`config.mk`:
```
export PLATFORM = sky130hd
export DESIGN_NAME = ctrl_decode_stage
export DESIGN_NICKNAME = d
export VERILOG_FILES = /design/src/rtl/ctrl_decode_stage.sv
export SDC_FILE = /design/constraint.sdc
export NUM_CORES = 1
export LEC_CHECK = 0
export BUFFER_PORTS_ARGS = -buffer_cell sky130_fd_sc_hd__buf_2
export CAP_MARGIN = 0
export CORE_ASPECT_RATIO = 1.25
export CORE_MARGIN = 2
export CORE_UTILIZATION = 40
export CTS_CLUSTER_DIAMETER = 60
export DETAILED_ROUTE_END_ITERATION = 6
export PLACE_DENSITY_LB_ADDON = 0.05
export SYNTH_ARGS = -nofsm -noshare
export SYNTH_HDL_FRONTEND = slang
export SYNTH_SLANG_ARGS = --single-unit
```
`constraint.sdc`:
```
create_clock -name clk -period 1.87 [get_ports clk]
set_input_delay 0.374 -clock clk [delete_from_list [all_inputs] [get_ports clk]]
set_output_delay 0.374 -clock clk [all_outputs]
set_load 0.02 [all_outputs]
```
`src/rtl/ctrl_decode_stage.sv`:
```
// Registered RV32I(+M) decode-stage control: ID/EX control fields, load-use interlock,
// multi-cycle MUL/DIV issue stall, flush and illegal-instruction flagging.
module ctrl_decode_stage #(
  parameter int ENABLE_M   = 0,
  parameter int ALU_W      = 5,
  parameter int MULDIV_LAT = 4
) (
  input  logic             clk,
  input  logic             rst,
  input  logic             valid,
  input  logic [6:0]       opcode,
  input  logic [2:0]       fun3,
  input  logic [6:0]       fun7,
  input  logic [4:0]       rs1,
  input  logic [4:0]       rs2,
  input  logic             ex_load,
  input  logic [4:0]       ex_rd,
  input  logic             flush,
  output logic             stall,
  output logic             out_valid,
  output logic             reg_write,
  output logic             load,
  output logic             store,
  output logic             branch,
  output logic             jalr_out,
  output logic             mem_en,
  output logic             next_sel,
  output logic             operand_a,
  output logic             operand_b,
  output logic [2:0]       imm_sel,
  output logic [1:0]       mem_to_reg,
  output logic [ALU_W-1:0] alu_control,
  output logic             muldiv,
  output logic             illegal
);

  localparam int CNT_W = (MULDIV_LAT > 1) ? $clog2(MULDIV_LAT) : 1;

  localparam logic [6:0] OP_R      = 7'b0110011;
  localparam logic [6:0] OP_I      = 7'b0010011;
  localparam logic [6:0] OP_LOAD   = 7'b0000011;
  localparam logic [6:0] OP_STORE  = 7'b0100011;
  localparam logic [6:0] OP_BRANCH = 7'b1100011;
  localparam logic [6:0] OP_JAL    = 7'b1101111;
  localparam logic [6:0] OP_JALR   = 7'b1100111;
  localparam logic [6:0] OP_LUI    = 7'b0110111;
  localparam logic [6:0] OP_AUIPC  = 7'b0010111;

  // state | meaning
  // IDLE  | decoding normally, load-use interlock active
  // BUSY  | M op in EX, holding IF/ID until its last EX cycle
  typedef enum logic {IDLE, BUSY} state_t;

  typedef struct packed {
    logic       out_valid;
    logic       reg_write;
    logic       load;
    logic       store;
    logic       branch;
    logic       jalr_out;
    logic       mem_en;
    logic       next_sel;
    logic       operand_a;
    logic       operand_b;
    logic [2:0] imm_sel;
    logic [1:0] mem_to_reg;
    logic [4:0] alu;
    logic       muldiv;
    logic       illegal;
  } ctrl_t;

  state_t           state, nxt_state;
  logic [CNT_W-1:0] cnt, nxt_cnt;
  ctrl_t            dec, q;
  logic             uses_rs1, uses_rs2, is_m, hit, issue;

  always_comb begin
    dec           = '0;
    dec.out_valid = 1'b1;
    uses_rs1      = 1'b0;
    uses_rs2      = 1'b0;
    is_m          = 1'b0;
    case (opcode)
      OP_R: begin
        uses_rs1 = 1'b1;
        uses_rs2 = 1'b1;
        if (fun7 == 7'b0000001) begin
          if (ENABLE_M != 0) begin
            is_m          = 1'b1;
            dec.muldiv    = 1'b1;
            dec.reg_write = 1'b1;
            dec.alu       = {2'b10, fun3};
          end else begin
            dec.illegal = 1'b1;
          end
        end else if (fun7 == 7'b0000000 || fun7 == 7'b0100000) begin
          dec.reg_write = 1'b1;
          dec.alu       = {1'b0, fun7[5], fun3};
        end else begin
          dec.illegal = 1'b1;
        end
      end
      OP_I: begin
        uses_rs1      = 1'b1;
        dec.reg_write = 1'b1;
        dec.operand_b = 1'b1;
        // only the shift-right pair uses fun7[5] as a sub-op selector
        dec.alu       = {1'b0, (fun3 == 3'b101) ? fun7[5] : 1'b0, fun3};
      end
      OP_LOAD: begin
        uses_rs1       = 1'b1;
        dec.reg_write  = 1'b1;
        dec.load       = 1'b1;
        dec.mem_en     = 1'b1;
        dec.mem_to_reg = 2'd1;
        dec.operand_b  = 1'b1;
      end
      OP_STORE: begin
        uses_rs1      = 1'b1;
        uses_rs2      = 1'b1;
        dec.store     = 1'b1;
        dec.mem_en    = 1'b1;
        dec.imm_sel   = 3'd1;
        dec.operand_b = 1'b1;
      end
      OP_BRANCH: begin
        uses_rs1    = 1'b1;
        uses_rs2    = 1'b1;
        dec.branch  = 1'b1;
        dec.imm_sel = 3'd2;
        dec.alu     = {2'b00, fun3};
      end
      OP_JAL: begin
        dec.reg_write  = 1'b1;
        dec.next_sel   = 1'b1;
        dec.imm_sel    = 3'd4;
        dec.mem_to_reg = 2'd2;
      end
      OP_JALR: begin
        uses_rs1       = 1'b1;
        dec.reg_write  = 1'b1;
        dec.jalr_out   = 1'b1;
        dec.operand_b  = 1'b1;
        dec.mem_to_reg = 2'd2;
      end
      OP_LUI, OP_AUIPC: begin
        dec.reg_write = 1'b1;
        dec.imm_sel   = 3'd3;
        dec.operand_a = 1'b1;
        dec.operand_b = 1'b1;
      end
      default: dec.illegal = 1'b1;
    endcase
  end

  assign hit = valid & ex_load & (ex_rd != 5'd0) &
               (((ex_rd == rs1) & uses_rs1) | ((ex_rd == rs2) & uses_rs2));

  always_comb begin
    nxt_state = state;
    nxt_cnt   = cnt;
    issue     = 1'b0;
    stall     = 1'b0;
    if (rst || flush) begin
      nxt_state = IDLE;
      nxt_cnt   = '0;
    end else if (state == BUSY) begin
      stall   = 1'b1;
      nxt_cnt = cnt - CNT_W'(1);
      if (cnt == CNT_W'(1)) nxt_state = IDLE;
    end else if (hit) begin
      stall = 1'b1;
    end else if (valid) begin
      issue = 1'b1;
      if (is_m && MULDIV_LAT > 1) begin
        nxt_state = BUSY;
        nxt_cnt   = CNT_W'(MULDIV_LAT - 1);
      end
    end
  end

  always_ff @(posedge clk) begin
    if (rst) begin
      state <= IDLE;
      cnt   <= '0;
      q     <= '0;
    end else begin
      state <= nxt_state;
      cnt   <= nxt_cnt;
      q     <= issue ? dec : '0;
    end
  end

  assign out_valid   = q.out_valid;
  assign reg_write   = q.reg_write;
  assign load        = q.load;
  assign store       = q.store;
  assign branch      = q.branch;
  assign jalr_out    = q.jalr_out;
  assign mem_en      = q.mem_en;
  assign next_sel    = q.next_sel;
  assign operand_a   = q.operand_a;
  assign operand_b   = q.operand_b;
  assign imm_sel     = q.imm_sel;
  assign mem_to_reg  = q.mem_to_reg;
  assign alu_control = ALU_W'(q.alu);
  assign muldiv      = q.muldiv;
  assign illegal     = q.illegal;

endmodule

```
==> run_results.csv, run 1 <==
group,metric,value,unit
clock_network,cts_tree,"done",
synthesis,muxShareOfSynthArea,0.873,%
clock_network,clock_sinks,22,
sta,hold_viol_final,0,
layout,syn_to_final_growth,56.6,%
synthesis,synth.distinct_cells,38,
layout,fill_cells,237,
status,status,"finished with violations",
clock_network,cts_root_buffer,"clkbuf_4",
worst_setup_path,worstReg2RegStart,"state",
detailed_routing,first_pass_iters,4,
floorplan,die_w,51.9,um
hold_path,hp-class,"primary input to flop",
synthesis,yosys_warnings,0,
grt,grt_usage,18.7,%
detailed_routing,wire_per_inst,13.1,um
layout,ff_latch_area,440,um2
worst_setup_path,arrival,1.71,ns
floorplan,num_rows,21,
floorplan,start_util,42.3,%
floorplan,num_io_pins,60,
worst_setup_path,critPathMaxStageDelay,0.54,ns
placed_design,dp_worst_setup_slack,-0.244,ns
worst_setup_path,r2r_end,"alu_control[1]",
worst_setup_path,ff2ff_setup_slack,0.65,ns
sta,post-route-min-period,2.09,ns
clock_network,clockBufferDepth,2,
synthesis,synth_top_area_share,38.4,%
floorplan,die_h,63.8,um
synthesis,netlist.top_cell.by_area,"dfxtp_1",
detailed_routing,viasPerCell,5.19,
layout,n_antenna_cell,0,
power_and_ir_drop,p_per_area,481,mW/mm2
worst_setup_path,endpoint_kind,"primary output",
worst_setup_path,cpMostUsedCell,"buf_6",
detailed_routing,drtAntennaViolNets,0,
grt,antenna_found_initial,0,
synthesis,async_flop_share,0,%
worst_setup_path,critical_path_class,"primary input to primary output",
floorplan,die-area,0.00331,mm2
synthesis,synthSimpleGateAreaFrac,33.0,%
detailed_routing,drcViolationCount,0,
layout,multi_input_area,737,um2
grt,grt_pass1_vias,1142,
synthesis,ys_ff_latch,22,
worst_setup_path,endpoint,"stall",
placed_design,dpl.hpwl,2560,um
sta,maxSlewViolCount,0,
worst_setup_path,cpMaxStageDelayCell,"or4_4",
synthesis,synth-compound-area-share,11.2,%
layout,fin_nets,252,
detailed_routing,drt_iter0_markers,45,
sta,fin_hold_ws,0.279,ns
job,max_cap_violations,0,
layout,stdcell_area,0.00179,mm2
synthesis,synthTopCellsByArea,"dfxtp_1 38%, nor4_1 7.6%, xnor2_1 6.1%",
worst_setup_path,worstPathCellList,"buf_6 > or4_4 > o211ai_4 > nor4_4 > o21a_4 > buf_6",
worst_setup_path,r2r_cells,4,
power_and_ir_drop,p_leak,0.000798,uW
synthesis,netlist_area,0.00115,mm2
synthesis,synth-xor-area-share,8.41,%
worst_setup_path,cp_data_required_time,1.50,ns
layout,layout-drive-gt1-share,50.5,%
sta,setup_violations,11,
synthesis,synth_top_family_by_area,"simple AND/OR/NAND/NOR gates",
synthesis,syn_inst,131,
layout,largest_reg_flops,4,
sta,skew,0.00871,ns
sta,rsz0062_at_grt,"yes",
grt,grt.overflow.total,0,
clock_network,cts_max_level,1,
sta,fmax,480,MHz
grt,grt_start_max_net_pins,20,
synthesis,synth-edff-count,0,
hold_path,min_from,"rst",
clock_network,cts_buffers,3,
worst_setup_path,startpoint_type,"primary input",
worst_setup_path,critPathMaxFanout,3,
synthesis,synth_seq_area_share,38.4,%
sta,period_share,112,%
synthesis,synthFlopType,"dfxtp_1",
layout,layout_commonest_cell,"buf_2",
detailed_routing,vias,1277,
grt,grt_pass1_wl,4770,um
synthesis,postSynthAreaPerCell,8.75,um2
sta,worst_slack,-0.215,ns
floorplan,core-area,0.00271,mm2
placed_design,port-buffer-count,57,
power_and_ir_drop,ir_drop,0.280,mV
worst_setup_path,startpoint,"ex_rd[2]",
clock_network,clock_latency,0.29,ns
status,violations,"setup timing",
placed_design,place_area,0.00165,mm2
layout,final_cell_mix,"54 x buf_2, 30 x buf_4, 22 x dfxtp_1",
synthesis,synthAdderAreaFrac,1.09,%
detailed_routing,totalWireLength,3220,um
clock_network,clk_pin_slew,0.11,ns
placed_design,place_congestion,0.922,
## cell usage after synthesis (all sizes together), types with 2 or more instances
cell / count
nand2: 8
o21ai: 3
buf: 7
or4: 2
xor2: 3
nand4: 2
xnor2: 8
nor4: 16
nand3b: 3
nand3: 4
and3b: 2
dfxtp: 22
nor4b: 2
nor2: 5
o21bai: 2
inv: 6
nor3: 11
clkbuf: 3
o31ai: 2
a21oi: 4
## critical path: cells and delay by family
family          cells  cell delay (ns)
compound gates      2             0.50
buf+inv             2             0.21
simple gates        2             0.63
## per-stage QoR
step | cells | power [uW] | setup TNS [ns] | utilization (%)
floorplan | 132 | 560 | -0.104 | -
global placement | 240 | 654 | -1.38 | 61.0
detailed placement | 240 | 658 | -1.88 | 61.0
CTS | 244 | 860 | -0.203 | 62.6
global route | 246 | 906 | -0.924 | 66.3
finish | 246 | 863 | -0.486 | 66.3
## report_power, final
group | leakage [uW] | switching [uW] | internal [uW]
sequential | 0.000177 | 0.507 | 471
clock | 0.0000138 | 126 | 74.8
combinational | 0.000607 | 93.8 | 96.3
total | 0.000798 | 221 | 642
## how the worst min path moves through the flow
stage / end / depth (start not counted)
finish: cnt[0] / 2
global route: state / 2
global placement: cnt[1] / 2
floorplan: state / 1
CTS: state / 2
detailed placement: cnt[0] / 2
## logic make-up (layout without fill, tap and decap cells)
logic type | count (synthesis) | after routing
adders and majority gates | 1 | 1
and+or+nand+nor | 61 | 61
buffers and inverters | 16 | 96
muxes | 1 | 1
DFF | 22 | 22
xor gates and xnor gates | 11 | 11
AOI/OAI and AO/OA | 18 | 18
other | 1 | 2
## repair_timing
action,CTS,global route
resized for setup,2,13
setup buffers,1,2
hold buffers,0,0
pin swaps,2,3
endpoints found under the setup margin,1,3
## layer usage
layer / GRT usage [%] / wire, um / vias to the layer above
li1: - / - / 641
met1: 19.5 / 1100 / 583
met2: 35.8 / 1840 / 51
met3: 3.04 / 255 / 2
met4: 6.58 / 25 / 0
met5: 0 / 0 / -
## final cells by class
type / instances / share of cell area [%]
Multi-Input combinational cell: 94 / 41.1
Sequential cell: 22 / 24.5
Timing Repair Buffer: 87 / 29.5
Tap cell: 34 / 2.37
Clock buffer: 3 / 1.26
Inverter: 6 / 1.26
No activity file was read; power rests on OpenSTA's default activity.
==> run 2: changes to the inputs <==
--- a/config.mk
+++ b/config.mk
@@ -8,8 +8,7 @@
 export BUFFER_PORTS_ARGS = -buffer_cell sky130_fd_sc_hd__buf_2
 export CAP_MARGIN = 0
 export CORE_ASPECT_RATIO = 1.25
-export CORE_MARGIN = 2
-export CORE_UTILIZATION = 40
+export CORE_UTILIZATION = 47
 export CTS_CLUSTER_DIAMETER = 60
 export DETAILED_ROUTE_END_ITERATION = 6
 export PLACE_DENSITY_LB_ADDON = 0.05
==> constraint.sdc (replaced) <==
create_clock -name clk -period 2.6 [get_ports clk]
set_input_delay 0.52 -clock clk [delete_from_list [all_inputs] [get_ports clk]]
set_output_delay 0.52 -clock clk [all_outputs]
set_load 0.02 [all_outputs]
==> run_results.csv, run 2 (same netlist as run 1, synthesis figures left out) <==
group,metric,value,unit
status,status,"completed",
sta,post-route-min-period,2.49,ns
sta,setup_violations,0,
layout,final_cell_mix,"57 x buf_2, 22 x dfxtp_1, 14 x nor4_1",
worst_setup_path,endpoint_kind,"primary output",
detailed_routing,vias,1182,
clock_network,hold_buffers,0,
worst_setup_path,cp_data_required_time,2.08,ns
sta,fmax,401,MHz
clock_network,clock_sinks,22,
placed_design,dpl.cell_count,215,
layout,final_core_utilization,67.1,%
detailed_routing,viasPerCell,5.40,
layout,stdcell_area,0.00152,mm2
clock_network,clockBufferDepth,2,
detailed_routing,first_pass_iters,4,
placed_design,place_congestion,0.821,
grt,antenna_found_initial,0,
detailed_routing,drtAntennaViolNets,0,
clock_network,cts_root_buffer,"clkbuf_4",
floorplan,core-area,0.00226,mm2
detailed_routing,drt_iter0_markers,18,
layout,final_cells,219,
power_and_ir_drop,p_leak,0.000672,uW
grt,grt_usage,22.2,%
layout,largest_reg_flops,4,
detailed_routing,wire_per_inst,11.9,um
placed_design,place_area,0.00146,mm2
detailed_routing,drcViolationCount,0,
clock_network,cts_max_level,1,
worst_setup_path,ff2ff_setup_slack,1.42,ns
detailed_routing,totalWireLength,2610,um
placed_design,port-buffer-count,57,
floorplan,start_util,50.7,%
grt,grt_pass1_vias,1062,
sta,slew_headroom,25.3,%
worst_setup_path,arrival,1.97,ns
sta,skew,0.00521,ns
worst_setup_path,startpoint_type,"primary input",
hold_path,hp-class,"primary input to flop",
clock_network,post_cts_resized,0,
placed_design,dpl.hpwl,2130,um
grt,grt.overflow.total,0,
floorplan,die-area,0.00264,mm2
layout,layout-drive-gt1-share,39.4,%
job,max_cap_violations,0,
floorplan,die_w,46.2,um
clock_network,post_cts_buffers,0,
worst_setup_path,worstReg2RegStart,"state",
worst_setup_path,critPathMaxFanout,9,
floorplan,num_rows,19,
worst_setup_path,critical_path_class,"primary input to primary output",
sta,maxSlewViolCount,0,
power_and_ir_drop,ir_drop,0.339,mV
sta,tns,0,ns
clock_network,cts_buffers,3,
layout,n_antenna_cell,0,
clock_network,cts_tree,"done",
layout,layout_commonest_cell,"buf_2",
floorplan,num_io_pins,60,
sta,rsz0062_at_grt,"no",
hold_path,min_from,"rst",
floorplan,die_h,57.2,um
layout,syn_to_final_growth,32.3,%
sta,hold_viol_final,0,
clock_network,clk_pin_slew,0.11,ns
layout,fin_nets,227,
sta,worst_pin_slew,1.11,ns
grt,grt_pass1_wl,4410,um
clock_network,clock_latency,0.31,ns
worst_setup_path,startpoint,"opcode[4]",
power_and_ir_drop,p_per_area,416,mW/mm2
grt,grt_start_max_net_pins,20,
sta,period_share,95.9,%
==> run 2: cell type report <==
cell class              count  area, um2
clock buffers               4       36.3
fillers                   210        742
inverters                   6       22.5
multi-input cells          94        656
flip-flops and latches     22        440
well taps                  31       38.8
repair buffers             62        323
==> run 2: worst paths after layout <==
| path | end | cells past startpoint |
|---|---|---|
| setup / recovery | stall | 6 |
| hold / removal | state | 2 |
| hold reg to reg | cnt[1] | 2 |
| setup reg to reg | imm_sel[0] | 4 |
==> run 2: power breakdown <==
part	internal [uW]	switching (uW)	leakage [uW]
Combinational	48.3	58.1	0.000474
Clock	85.5	99.4	0.0000210
Sequential	339	0.389	0.000177
==> run 2: through the flow <==
step | hold WS [ns] | total power (uW) | setup WS [ns]
global route | 0.419 | 663 | 0.0396
global placement | 0.514 | 447 | 0.0522
detailed placement | 0.545 | 449 | -0.0588
CTS | 0.410 | 632 | 0.0167
floorplan | 0.471 | 401 | 0.248
finish | 0.421 | 630 | 0.106
==> run 2: metal layers <==
layer	up-vias	wire length [um]	global-route usage, %
li1	592	-	-
met2	52	1370	38.6
met5	-	0	0
met3	5	127	2.85
met4	0	38	7.98
met1	533	1070	26.9
==> run 2: critical path, stage by stage <==
cell,delay (ns)
buf_2,0.14
nand2b_1,0.16
a2111o_1,0.47
nor4_4,0.35
o21a_1,0.17
buf_2,0.16
==> run 3: changes to the inputs <==
==> constraint.sdc (replaced) <==
create_clock -name clk -period 3.25 [get_ports clk]
set_input_delay 0.65 -clock clk [delete_from_list [all_inputs] [get_ports clk]]
set_output_delay 0.65 -clock clk [all_outputs]
set_load 0.02 [all_outputs]
==> run_results.csv, run 3 (same netlist as run 1, synthesis figures left out) <==
group,metric,value,unit
status,status,"completed",
sta,fmax,345,MHz
clock_network,clk_pin_slew,0.11,ns
power_and_ir_drop,p_int,375,uW
sta,period_share,89.1,%
layout,final_cell_mix,"57 x buf_2, 22 x dfxtp_1, 14 x nor4_1",
sta,tns,0,ns
floorplan,die_w,46.2,um
detailed_routing,totalWireLength,2590,um
clock_network,hold_buffers,0,
clock_network,cts_max_level,1,
sta,maxSlewViolCount,0,
worst_setup_path,cp_data_required_time,2.60,ns
sta,fin_hold_ws,0.541,ns
worst_setup_path,cpMostUsedCell,"buf_2",
clock_network,post_cts_buffers,0,
worst_setup_path,path_buf_inv,2,
worst_setup_path,arrival,2.25,ns
layout,largest_reg_flops,4,
grt,grt.overflow.total,0,
sta,worst_pin_slew,1.08,ns
detailed_routing,viasPerCell,5.43,
layout,n_antenna_cell,0,
layout,fill_cells,214,
placed_design,port-buffer-count,57,
floorplan,die-area,0.00264,mm2
clock_network,clock_latency,0.31,ns
layout,fin_nets,223,
layout,final_core_utilization,65.0,%
detailed_routing,drcViolationCount,0,
detailed_routing,vias,1168,
sta,setup_violations,0,
grt,grt_pass1_wl,4380,um
layout,layout_commonest_cell,"buf_2",
job,max_cap_violations,0,
floorplan,num_io_pins,60,
detailed_routing,wire_per_inst,12.0,um
worst_setup_path,worstPathCellList,"buf_2 > nand2b_1 > a2111o_1 > nor4_2 > o21a_1 > buf_2",
worst_setup_path,critical_path_class,"primary input to primary output",
placed_design,dpl.hpwl,2080,um
power_and_ir_drop,p_leak,0.000642,uW
worst_setup_path,cpMaxStageDelayCell,"a2111o_1",
grt,antenna_found_initial,0,
grt,grt_usage,22.0,%
sta,post-route-min-period,2.90,ns
floorplan,die_h,57.2,um
clock_network,post_cts_resized,0,
floorplan,start_util,50.7,%
clock_network,cts_buffers,3,
layout,layout-drive-gt1-share,38.0,%
clock_network,cts_root_buffer,"clkbuf_4",
grt,grt_start_max_net_pins,20,
placed_design,place_area,0.00143,mm2
sta,slew_headroom,27.4,%
floorplan,core-area,0.00226,mm2
worst_setup_path,critPathMaxFanout,9,
worst_setup_path,startpoint_type,"primary input",
detailed_routing,drt_iter0_markers,43,
power_and_ir_drop,clockPowerShare,29.5,%
clock_network,clockBufferDepth,2,
layout,syn_to_final_growth,28.2,%
layout,stdcell_area,0.00147,mm2
worst_setup_path,crit_family,"compound AO/OA/AOI/OAI gates",
power_and_ir_drop,p_sw_share,24.7,%
clock_network,cts_tree,"done",
detailed_routing,drtAntennaViolNets,0,
hold_path,hp-class,"flop to flop",
power_and_ir_drop,p_per_area,339,mW/mm2
detailed_routing,first_pass_iters,4,
power_and_ir_drop,p_comb_share,16.0,%
sta,skew,0.00381,ns
power_and_ir_drop,p_seq_share,54.5,%
placed_design,place_congestion,0.798,
sta,rsz0062_at_grt,"no",
clock_network,clock_sinks,22,
power_and_ir_drop,ir_drop,0.202,mV
worst_setup_path,critPathMaxStageDelay,0.48,ns
worst_setup_path,endpoint_kind,"primary output",
sta,hold_viol_final,0,
floorplan,num_rows,19,
power_and_ir_drop,switchingPower,123,uW
grt,grt_pass1_vias,1083,
run 3: cell types whose count changed in the layout (fill, tap and decap cells not counted), sizes merged:
cell and change:
buf -4
run 3: routing by layer:
metal | routed length, um | vias up | track usage [%]
met1 | 1040 | 525 | 26.5
met4 | 35 | 0 | 9.66
met2 | 1350 | 57 | 37.6
li1 | - | 581 | -
met3 | 169 | 5 | 2.85
met5 | 0 | - | 0
run 3: area by class of cell:
class,count,area [um2],area share (%)
multi-input combinational,94,638,43.4
sequential,22,440,30.0
timing repair buffer,58,293,19.9
tap,31,38.8,2.64
clock buffer,4,36.3,2.47
inverter,6,22.5,1.53
run 3: final timing paths:
check	slack, ns	cells after the start	start	end
setup reg to reg	2.09	4	state	operand_b
hold / removal	0.54	2	cnt[1]	cnt[1]
hold reg to reg	0.54	2	cnt[1]	cnt[1]
setup / recovery	0.35	6	opcode[4]	stall
run 3: metrics by stage:
stage	std cells	worst slack, ns	total power (uW)
2_1_floorplan	132	0.638	321
3_3_place_gp	211	0.430	354
3_5_place_dp	211	0.357	355
4_1_cts	215	0.361	499
5_1_grt	215	0.204	521
6_report	215	0.355	497
run 3: worst min-delay path: stages, from the launching register on:
cell     delay [ns]
dfxtp_1        0.33
mux2i_1        0.13
nor3_1         0.05
run 3: power groups by stage:
stage | clock network, uW | registers, uW | logic (uW)
after CTS | 149 | 271 | 78.8
final | 147 | 271 | 79.4
after floorplan | 0 | 279 | 41.9
after global routing | 163 | 272 | 87.0
after detailed placement | 0 | 277 | 78.1
after global placement | 0 | 277 | 77.0
